$ cat config.mk
export PLATFORM = sky130hd
export DESIGN_NAME = dmem_responder
export DESIGN_NICKNAME = d
export VERILOG_FILES = /design/src/rtl/dmem_pkg.sv /design/src/rtl/dmem_byte_array.sv /design/src/rtl/dmem_responder.sv
export SDC_FILE = /design/constraint.sdc
export NUM_CORES = 2
export LEC_CHECK = 0
export BUFFER_PORTS_ARGS = -buffer_cell sky130_fd_sc_hd__buf_2
export CORE_ASPECT_RATIO = 1.5
export CORE_MARGIN = 2
export CORE_UTILIZATION = 30
export CTS_CLUSTER_SIZE = 14
export DETAILED_ROUTE_END_ITERATION = 7
export HOLD_SLACK_MARGIN = 0.05
export PLACE_DENSITY = 0.52
export SLEW_MARGIN = 10
export SYNTH_ARGS = -nofsm -noshare
export SYNTH_HDL_FRONTEND = slang
export SYNTH_SLANG_ARGS = --single-unit
$ cat constraint.sdc
create_clock -name CLOCK_50 -period 13 [get_ports CLOCK_50]
set_input_delay 3.9 -clock CLOCK_50 [delete_from_list [all_inputs] [get_ports CLOCK_50]]
set_output_delay 3.9 -clock CLOCK_50 [all_outputs]
set_load 0.03 [all_outputs]
$ cat src/rtl/dmem_pkg.sv
// ============================================================================
// Module      : dmem_pkg
// Description : Shared types, state encoding and byte-order helpers for the
//               data-memory responder.
// Revision    : 1.0 - initial release
// ============================================================================
`default_nettype none

package dmem_pkg;

    typedef enum logic [1:0] {
        IDLE = 2'd0,
        WAIT = 2'd1,
        RESP = 2'd2
    } state_t;

    // Element [0] is the byte at the lowest address (M[a]).
    typedef logic [3:0][7:0] bytes4_t;

    function automatic int dmem_depth(input int rows, input int cols);
        return rows * cols * 4 + cols * 4 + rows * 4;
    endfunction

    function automatic logic [31:0] pack_word(input bytes4_t b);
        return {b[0], b[1], b[2], b[3]};
    endfunction

    function automatic bytes4_t unpack_word(input logic [31:0] w);
        bytes4_t b;
        b[0] = w[31:24];
        b[1] = w[23:16];
        b[2] = w[15:8];
        b[3] = w[7:0];
        return b;
    endfunction

endpackage

`default_nettype wire

$ cat src/rtl/dmem_byte_array.sv
// ============================================================================
// Module      : dmem_byte_array
// Description : DEPTH x 8 byte storage, 4-byte write port and 4-byte
//               combinational read port starting at any byte address.
// Revision    : 1.0 - initial release
// ============================================================================
`default_nettype none

module dmem_byte_array
    import dmem_pkg::*;
#(
    parameter int DEPTH = 76,
    parameter int AW    = $clog2(DEPTH)
) (
    input  logic          clk,
    input  logic          i_we,
    input  logic [AW-1:0] i_addr,
    input  bytes4_t       i_wbytes,
    output bytes4_t       o_rbytes
);

    logic [7:0] r_mem [DEPTH];

    always_ff @(posedge clk) begin
        if (i_we) begin
            for (int i = 0; i < 4; i++) begin
                r_mem[i_addr + AW'(i)] <= i_wbytes[i];
            end
        end
    end

    for (genvar g = 0; g < 4; g++) begin : g_rd_lane
        localparam logic [AW-1:0] c_off = AW'(g);
        assign o_rbytes[g] = r_mem[i_addr + c_off];
    end

endmodule

`default_nettype wire

$ cat src/rtl/dmem_responder.sv
// ============================================================================
// Module      : dmem_responder
// Description : Handshaked word load/store data-memory slave with a
//               configurable read latency. Optional access counters are
//               built when DMEM_ACCESS_CNT_EN is defined.
// Revision    : 1.0 - initial release
// ============================================================================
`default_nettype none

module dmem_responder
    import dmem_pkg::*;
#(
    parameter int ROWS     = 3,
    parameter int COLS     = 4,
    parameter int READ_LAT = 2
) (
    input  logic        CLOCK_50,
    input  logic        rst_n,
    input  logic        req_valid,
    output logic        req_ready,
    input  logic        req_we,
    input  logic [31:0] req_addr,
    input  logic [31:0] req_wdata,
    output logic        rsp_valid,
    input  logic        rsp_ready,
    output logic [31:0] rsp_rdata,
    output logic        rsp_err,
    output logic [15:0] rd_count,
    output logic [15:0] wr_count
);

    localparam int          DEPTH      = dmem_depth(ROWS, COLS);
    localparam int          AW         = $clog2(DEPTH);
    localparam logic [31:0] c_max_addr = 32'(DEPTH - 4);
    localparam logic [3:0]  c_lat_init = 4'(READ_LAT - 1);

    state_t        r_state;
    state_t        w_state_next;
    logic [AW-1:0] r_addr;
    logic [AW-1:0] w_mem_addr;
    logic [3:0]    r_cnt;
    logic [3:0]    w_cnt_next;
    logic [31:0]   r_rdata;
    logic          r_err;
    logic          w_accept;
    logic          w_req_err;
    logic          w_mem_we;
    logic          w_capture;
    logic          w_rsp_fire;
    bytes4_t       w_wbytes;
    bytes4_t       w_rbytes;

    assign w_accept   = req_valid && (r_state == IDLE);
    assign w_req_err  = req_addr > c_max_addr;
    assign w_rsp_fire = (r_state == RESP) && rsp_ready;
    // The acceptance edge addresses memory directly from the request port.
    assign w_mem_addr = (r_state == IDLE) ? req_addr[AW-1:0] : r_addr;
    assign w_wbytes   = unpack_word(req_wdata);

    assign req_ready  = (r_state == IDLE);
    assign rsp_valid  = (r_state == RESP);
    assign rsp_rdata  = r_rdata;
    assign rsp_err    = r_err;

    dmem_byte_array #(
        .DEPTH (DEPTH),
        .AW    (AW)
    ) u_mem (
        .clk      (CLOCK_50),
        .i_we     (w_mem_we),
        .i_addr   (w_mem_addr),
        .i_wbytes (w_wbytes),
        .o_rbytes (w_rbytes)
    );

    always_comb begin
        w_state_next = r_state;
        w_cnt_next   = r_cnt;
        w_mem_we     = 1'b0;
        w_capture    = 1'b0;
        case (r_state)
            IDLE: begin
                if (w_accept) begin
                    if (w_req_err) begin
                        w_state_next = RESP;
                    end else if (req_we) begin
                        w_mem_we     = 1'b1;
                        w_state_next = RESP;
                    end else if (READ_LAT == 1) begin
                        w_capture    = 1'b1;
                        w_state_next = RESP;
                    end else begin
                        w_cnt_next   = c_lat_init;
                        w_state_next = WAIT;
                    end
                end
            end
            WAIT: begin
                w_cnt_next = r_cnt - 4'd1;
                if (r_cnt == 4'd1) begin
                    w_capture    = 1'b1;
                    w_state_next = RESP;
                end
            end
            RESP: begin
                if (rsp_ready) begin
                    w_state_next = IDLE;
                end
            end
            default: w_state_next = IDLE;
        endcase
    end

    always_ff @(posedge CLOCK_50) begin
        if (!rst_n) begin
            r_state <= IDLE;
            r_cnt   <= '0;
            r_addr  <= '0;
            r_rdata <= '0;
            r_err   <= 1'b0;
        end else begin
            r_state <= w_state_next;
            r_cnt   <= w_cnt_next;
            if (w_accept) begin
                r_addr  <= req_addr[AW-1:0];
                r_err   <= w_req_err;
                r_rdata <= '0;
            end
            if (w_capture) begin
                r_rdata <= pack_word(w_rbytes);
            end
        end
    end

`ifdef DMEM_ACCESS_CNT_EN
    logic        r_we;
    logic [15:0] r_rd_count;
    logic [15:0] r_wr_count;

    always_ff @(posedge CLOCK_50) begin
        if (!rst_n) begin
            r_we       <= 1'b0;
            r_rd_count <= '0;
            r_wr_count <= '0;
        end else begin
            if (w_accept) begin
                r_we <= req_we;
            end
            if (w_rsp_fire && !r_err) begin
                if (r_we && (r_wr_count != 16'hFFFF)) begin
                    r_wr_count <= r_wr_count + 16'd1;
                end
                if (!r_we && (r_rd_count != 16'hFFFF)) begin
                    r_rd_count <= r_rd_count + 16'd1;
                end
            end
        end
    end

    assign rd_count = r_rd_count;
    assign wr_count = r_wr_count;
`else
    assign rd_count = '0;
    assign wr_count = '0;
`endif

endmodule

`default_nettype wire
# == Word-level counts from Yosys, hierarchy flattened ==
# Memory sizes are Yosys's and may differ from the RTL's.
# Cells that the tools add are included.
# classes
add_sub_neg,4
mul,0
div,0
magnitude_cmp,1
eq_ne,8
shifts,0
mux,21
n_bitwise,0
n_reduce_logical,6
# op_table
operator,count
two-way mux 32 bit,2
"> comparator 32 x 7 -> 1 bit, second input constant",1
"adder 7 x 2 -> 7 bit, second input constant",2
two-way mux 4 bit,3
two-way mux 2 bit,5
two-way mux 1 bit,8
case mux 4 bit (2 select lines),1
"adder 7 x 1 -> 7 bit, second input constant",1
two-way mux 7 bit,1
"inequality test 2 bit, second input constant",3
case mux 2 bit (3 select lines),1
"equality test 4 x 1 -> 1 bit, second input constant",1
"inequality test 2 x 1 -> 1 bit, second input constant",2
AND reduction 4 bit,1
nonzero test 2 bit,2
"subtractor 4 x 1 -> 4 bit, second input constant",1
AND reduction 3 bit,1
"equality test 2 x 1 -> 1 bit, second input constant",1
"equality test 2 bit, second input constant",1
zero test 2 bit,1
logical AND 1 bit,1
# totals
regBits,46
latch_bits,0
ramBits,608
rom_bits,0
input_bits,69
output_inout_bits,67
wordCells,46
mem_count,1
# mem_list
name,words,word_bits,rd,rd_ports_with_merged_regs,wr,line,rtl
u_mem.r_mem,76,8,4,0,4,dmem_byte_array.sv:22,logic [7:0] r_mem [DEPTH];

# == Longest topological paths before layout ==
# logic_depth
word_depth,6
mapped_depth,24
depth_no_buf,12

# == Cells and area by module ==
# A second synthesis with hierarchy kept.
# hier_totals
hier_cells,6168
area_unflattened_um2,61497.7
# by_module_without_submodules
mod,n_inst,cells_each,area_each_um2,seq_area_each_um2
dmem_byte_array,1,5892,59151.7,18257.5
dmem_responder,1,276,2346.0,920.9

# == Least setup slack after synthesis ==
# Ideal clock, no wire load.
# synth_timing
path_kind,input-to-reg
start,input req_addr[1]
end,memory u_mem.r_mem[40][0] (enable)
setup_time_ns,0.384
t_arrival_ns,8.045
required_time_ns,12.616
slack_ns,4.571
path_stages,20
path_buffers,9
path_cell_list,or3b_2 and2_1 buf_2 inv_2 buf_2 buf_2 buf_2 buf_2 ha_1 inv_1 clkbuf_1 a21oi_1 o21ai_0 a221o_1 buf_6 buf_2 nor3_1 buf_2 a211oi_1 o21ai_0
# synth_lines
element,line,rtl
from (decl),dmem_responder.sv:22,"input logic [31:0] req_addr,"
to (decl),dmem_byte_array.sv:22,

==> qor.csv <==
metric,value,unit
status,"finished, violations left",
violations,design-rule violations,
fin_nets,7342,
grt_first_pass_wirelength,574000,microns
row_count,209,
vdd.ir_drop.worst,0.107,mV
fill_cells,22300,
ys.flop_type,edfxtp_1,
cts_tree,yes,
slowest_delay,1.00,ns
critPathCaptureType,register,
fin_crit_sh,0.744,
rsz0062_at_grt,no,
layout_common_cells,"1,653 x nand2_1, 862 x mux2i_1, 608 x edfxtp_1, 383 x o21ai_0, 382 x mux2_2",
die_area,0.220,sq mm
post-cts-setup-buffers,0,
area_delta_synth_final,8.80,%
ys_types,97,
p_per_area,98.8,mW/mm^2
finalHoldViolCount,0,
min_period,9.67,ns
overflow,0,
routed_wl,432000,microns
maxSlewViolCount,0,
final_common_cell,nand2_1,
synthCells,7709,
cp_num_buf_inv,4,
cp_common_cell,o21ai_0,
critPathLaunch,req_addr[1],
grt_start_max_net_pins,150,
final_area,0.0705,sq mm
avgSynthCellArea,8.41,sq um
clock_skew,0.0594,ns
min_from,rsp_rdata[29]$_SDFFE_PN0P_,
crit_end,u_mem.r_mem[34][0]$_DFFE_PP_,
worstReg2RegEnd,u_mem.r_mem[34][0]$_DFFE_PP_,
hp-class,reg -> reg,
clock_path_buffers,3,
synth_edf_count,608,
clk_pin_slew,0.06,ns
tns,0,ns
rr_worst_depth,14,
cp_cell_sequence,"buf_2, or3b_4, and2_4, inv_8, ha_1, inv_1, a21oi_1, o21ai_0, a221o_2, buf_4, nor3_2, a211oi_1, o21ai_0",
cp_slowest_cell,nor3_2,
io_pins,136,
cellLeakagePower,24.6,nW
cp.depth,13,
core,0.215,sq mm
critPathKind,in -> reg,
cp_max_fo,110,
setup_violations,0,
vias,70500,
dr.pass1.iters,8,
synthArstFlopShare,0,
regArea,0.0192,sq mm
placed_area,0.0678,sq mm
antenna_left,0,
maxClockFrequency,0.103,GHz
cts_resized,0,
io_buffers,103,
drtIter0Drc,11500,
hpwlAfterDp,292000,microns
die_w,384,microns
reg2reg_setup_slack,5.81,ns
arrival,9.99,ns
slew_headroom,0.00833,
synth_warnings,0,
grt_pass1_vias,63400,
root_buffer,clkbuf_16,
drive_gt1_frac,0.163,
worstPathRequired,13.32,ns
startpoint_type,primary input,
tightest_slew,1.49,ns
cts-htree-levels,3,
hold_buffers,0,
synth-seq-area-share,0.296,
route.detailed.drc,11,
clk_latency,0.74,ns
multi_input_area,0.0424,sq mm
antenna_found_initial,53,
pre_cts_slack,2.81,ns
setup_slack,3.33,ns
numCtsBuffers,74,
ys_seq_elements,654,
grt_use_total,0.378,
place.gp.congestion,1.08,
cp_top_family,compound AO/OA/AOI/OAI gates,
cts.sinks,654,
post_drt_wl_per_cell,42.3,microns
drv_cap,0,
r2r-start,r_state[0]$_SDFFE_PN0P_,
die_height,573,microns
viasPerCell,6.91,
netlist_area,0.0648,sq mm
initial_utilization,0.301,
## stage by stage
stage / util / std cells / total power, mW / hold WS [ns]
2_1_floorplan: - / 7740 / 3.55 / 0.448
3_3_place_gp: 0.314 / 10000 / 4.50 / 0.421
3_5_place_dp: 0.315 / 10000 / 4.51 / 0.428
4_1_cts: 0.326 / 10200 / 6.83 / 0.439
5_1_grt: 0.327 / 10200 / 7.01 / 0.467
6_report: 0.327 / 10200 / 6.97 / 0.437
## power breakdown
part           switching, mW  total [mW]  internal [mW]
clock network           1.06        2.37           1.31
logic                   1.69        2.30          0.611
registers            0.00255        2.30           2.30
## worst reg2reg max path, stage by stage, from the launching register on
cell and delay [ns]:
dfxtp_1 0.44, buf_4 0.37, o21ai_4 0.07, buf_4 0.27
and2_4 0.38, inv_8 0.53, ha_1 0.67, inv_1 0.43
a21oi_1 0.70, o21ai_0 0.25, a221o_2 0.67, buf_4 0.38
nor3_2 1.02, a211oi_1 0.08, o21ai_0 0.51
## synth_stat cells (all sizes together), types with 10 or more instances
master / instances / share of area
a22oi: 16 / 0.0019
a21oi: 187 / 0.015
a21o: 221 / 0.026
nand3b: 10 / 0.0012
a221oi: 13 / 0.0018
nand4: 27 / 0.0026
or4: 12 / 0.0014
mux4: 129 / 0.045
mux2: 382 / 0.066
xnor2: 16 / 0.0022
a221o: 14 / 0.0022
a311oi: 152 / 0.021
nand2: 1658 / 0.096
edfxtp: 608 / 0.28
o211ai: 23 / 0.0027
a32oi: 92 / 0.013
buf: 386 / 0.031
o31ai: 17 / 0.0022
nor3: 126 / 0.013
or3: 27 / 0.0026
clkbuf: 521 / 0.030
nand3: 361 / 0.028
a31oi: 105 / 0.010
inv: 19 / 0.0011
dfxtp: 46 / 0.014
and3: 186 / 0.018
mux2i: 862 / 0.13
and2: 31 / 0.0030
nor4: 29 / 0.0033
nand2b: 10 / 0.00097
nor2: 401 / 0.024
a211oi: 397 / 0.048
a32o: 19 / 0.0029
o41ai: 19 / 0.0026
o21ai: 443 / 0.034
o22ai: 18 / 0.0017
## worst min path at each step
stage | end | slack [ns] | cells past startpoint
6_report | rsp_rdata[29]$_SDFFE_PN0P_ | 0.44 | 2
5_1_grt | rsp_rdata[29]$_SDFFE_PN0P_ | 0.47 | 2
4_1_cts | rsp_rdata[29]$_SDFFE_PN0P_ | 0.44 | 2
3_5_place_dp | rsp_rdata[29]$_SDFFE_PN0P_ | 0.43 | 2
3_3_place_gp | rsp_rdata[29]$_SDFFE_PN0P_ | 0.42 | 2
2_1_floorplan | r_addr[0]$_SDFFE_PN0P_ | 0.45 | 2
## sequential cells by signal, indices dropped and copies added (netlist names)
register     flops
r_addr           7
rsp_err          1
r_cnt            4
u_mem.r_mem    608
rsp_rdata       32
r_state          2
## area by class of cell
| cell class | instances | share of cell area |
|---|---|---|
| Multi-Input combinational cell | 6160 | 0.601 |
| Sequential cell | 654 | 0.272 |
| Antenna cell | 32 | 0.00114 |
| Timing Repair Buffer | 356 | 0.0377 |
| Clock buffer | 93 | 0.0291 |
| Tap cell | 2848 | 0.0505 |
| Clock inverter | 41 | 0.00679 |
| Inverter | 19 | 0.00135 |
## kinds of logic after synthesis
kind of cell / share of synthesized area
and+or+nand+nor: 0.197
muxes: 0.244
AOI/OAI and AO/OA: 0.196
xor gates and xnor gates: 0.00243
other: 0.0000579
adders and majority gates: 0.00154
DFF: 0.296
buffers and inverters: 0.0626
## metal layers
metal  up-vias  track usage  share of wire  wire length, microns
met2      6231        0.574           0.43                187000
met1     34600        0.433           0.34                146000
li1      27800            -              -                     -
met3      1810        0.107           0.12                 50700
met5         -            0        0.00029                   125
met4        22        0.330           0.11                 47400
Note: power is estimated with default switching activity, not from simulation.
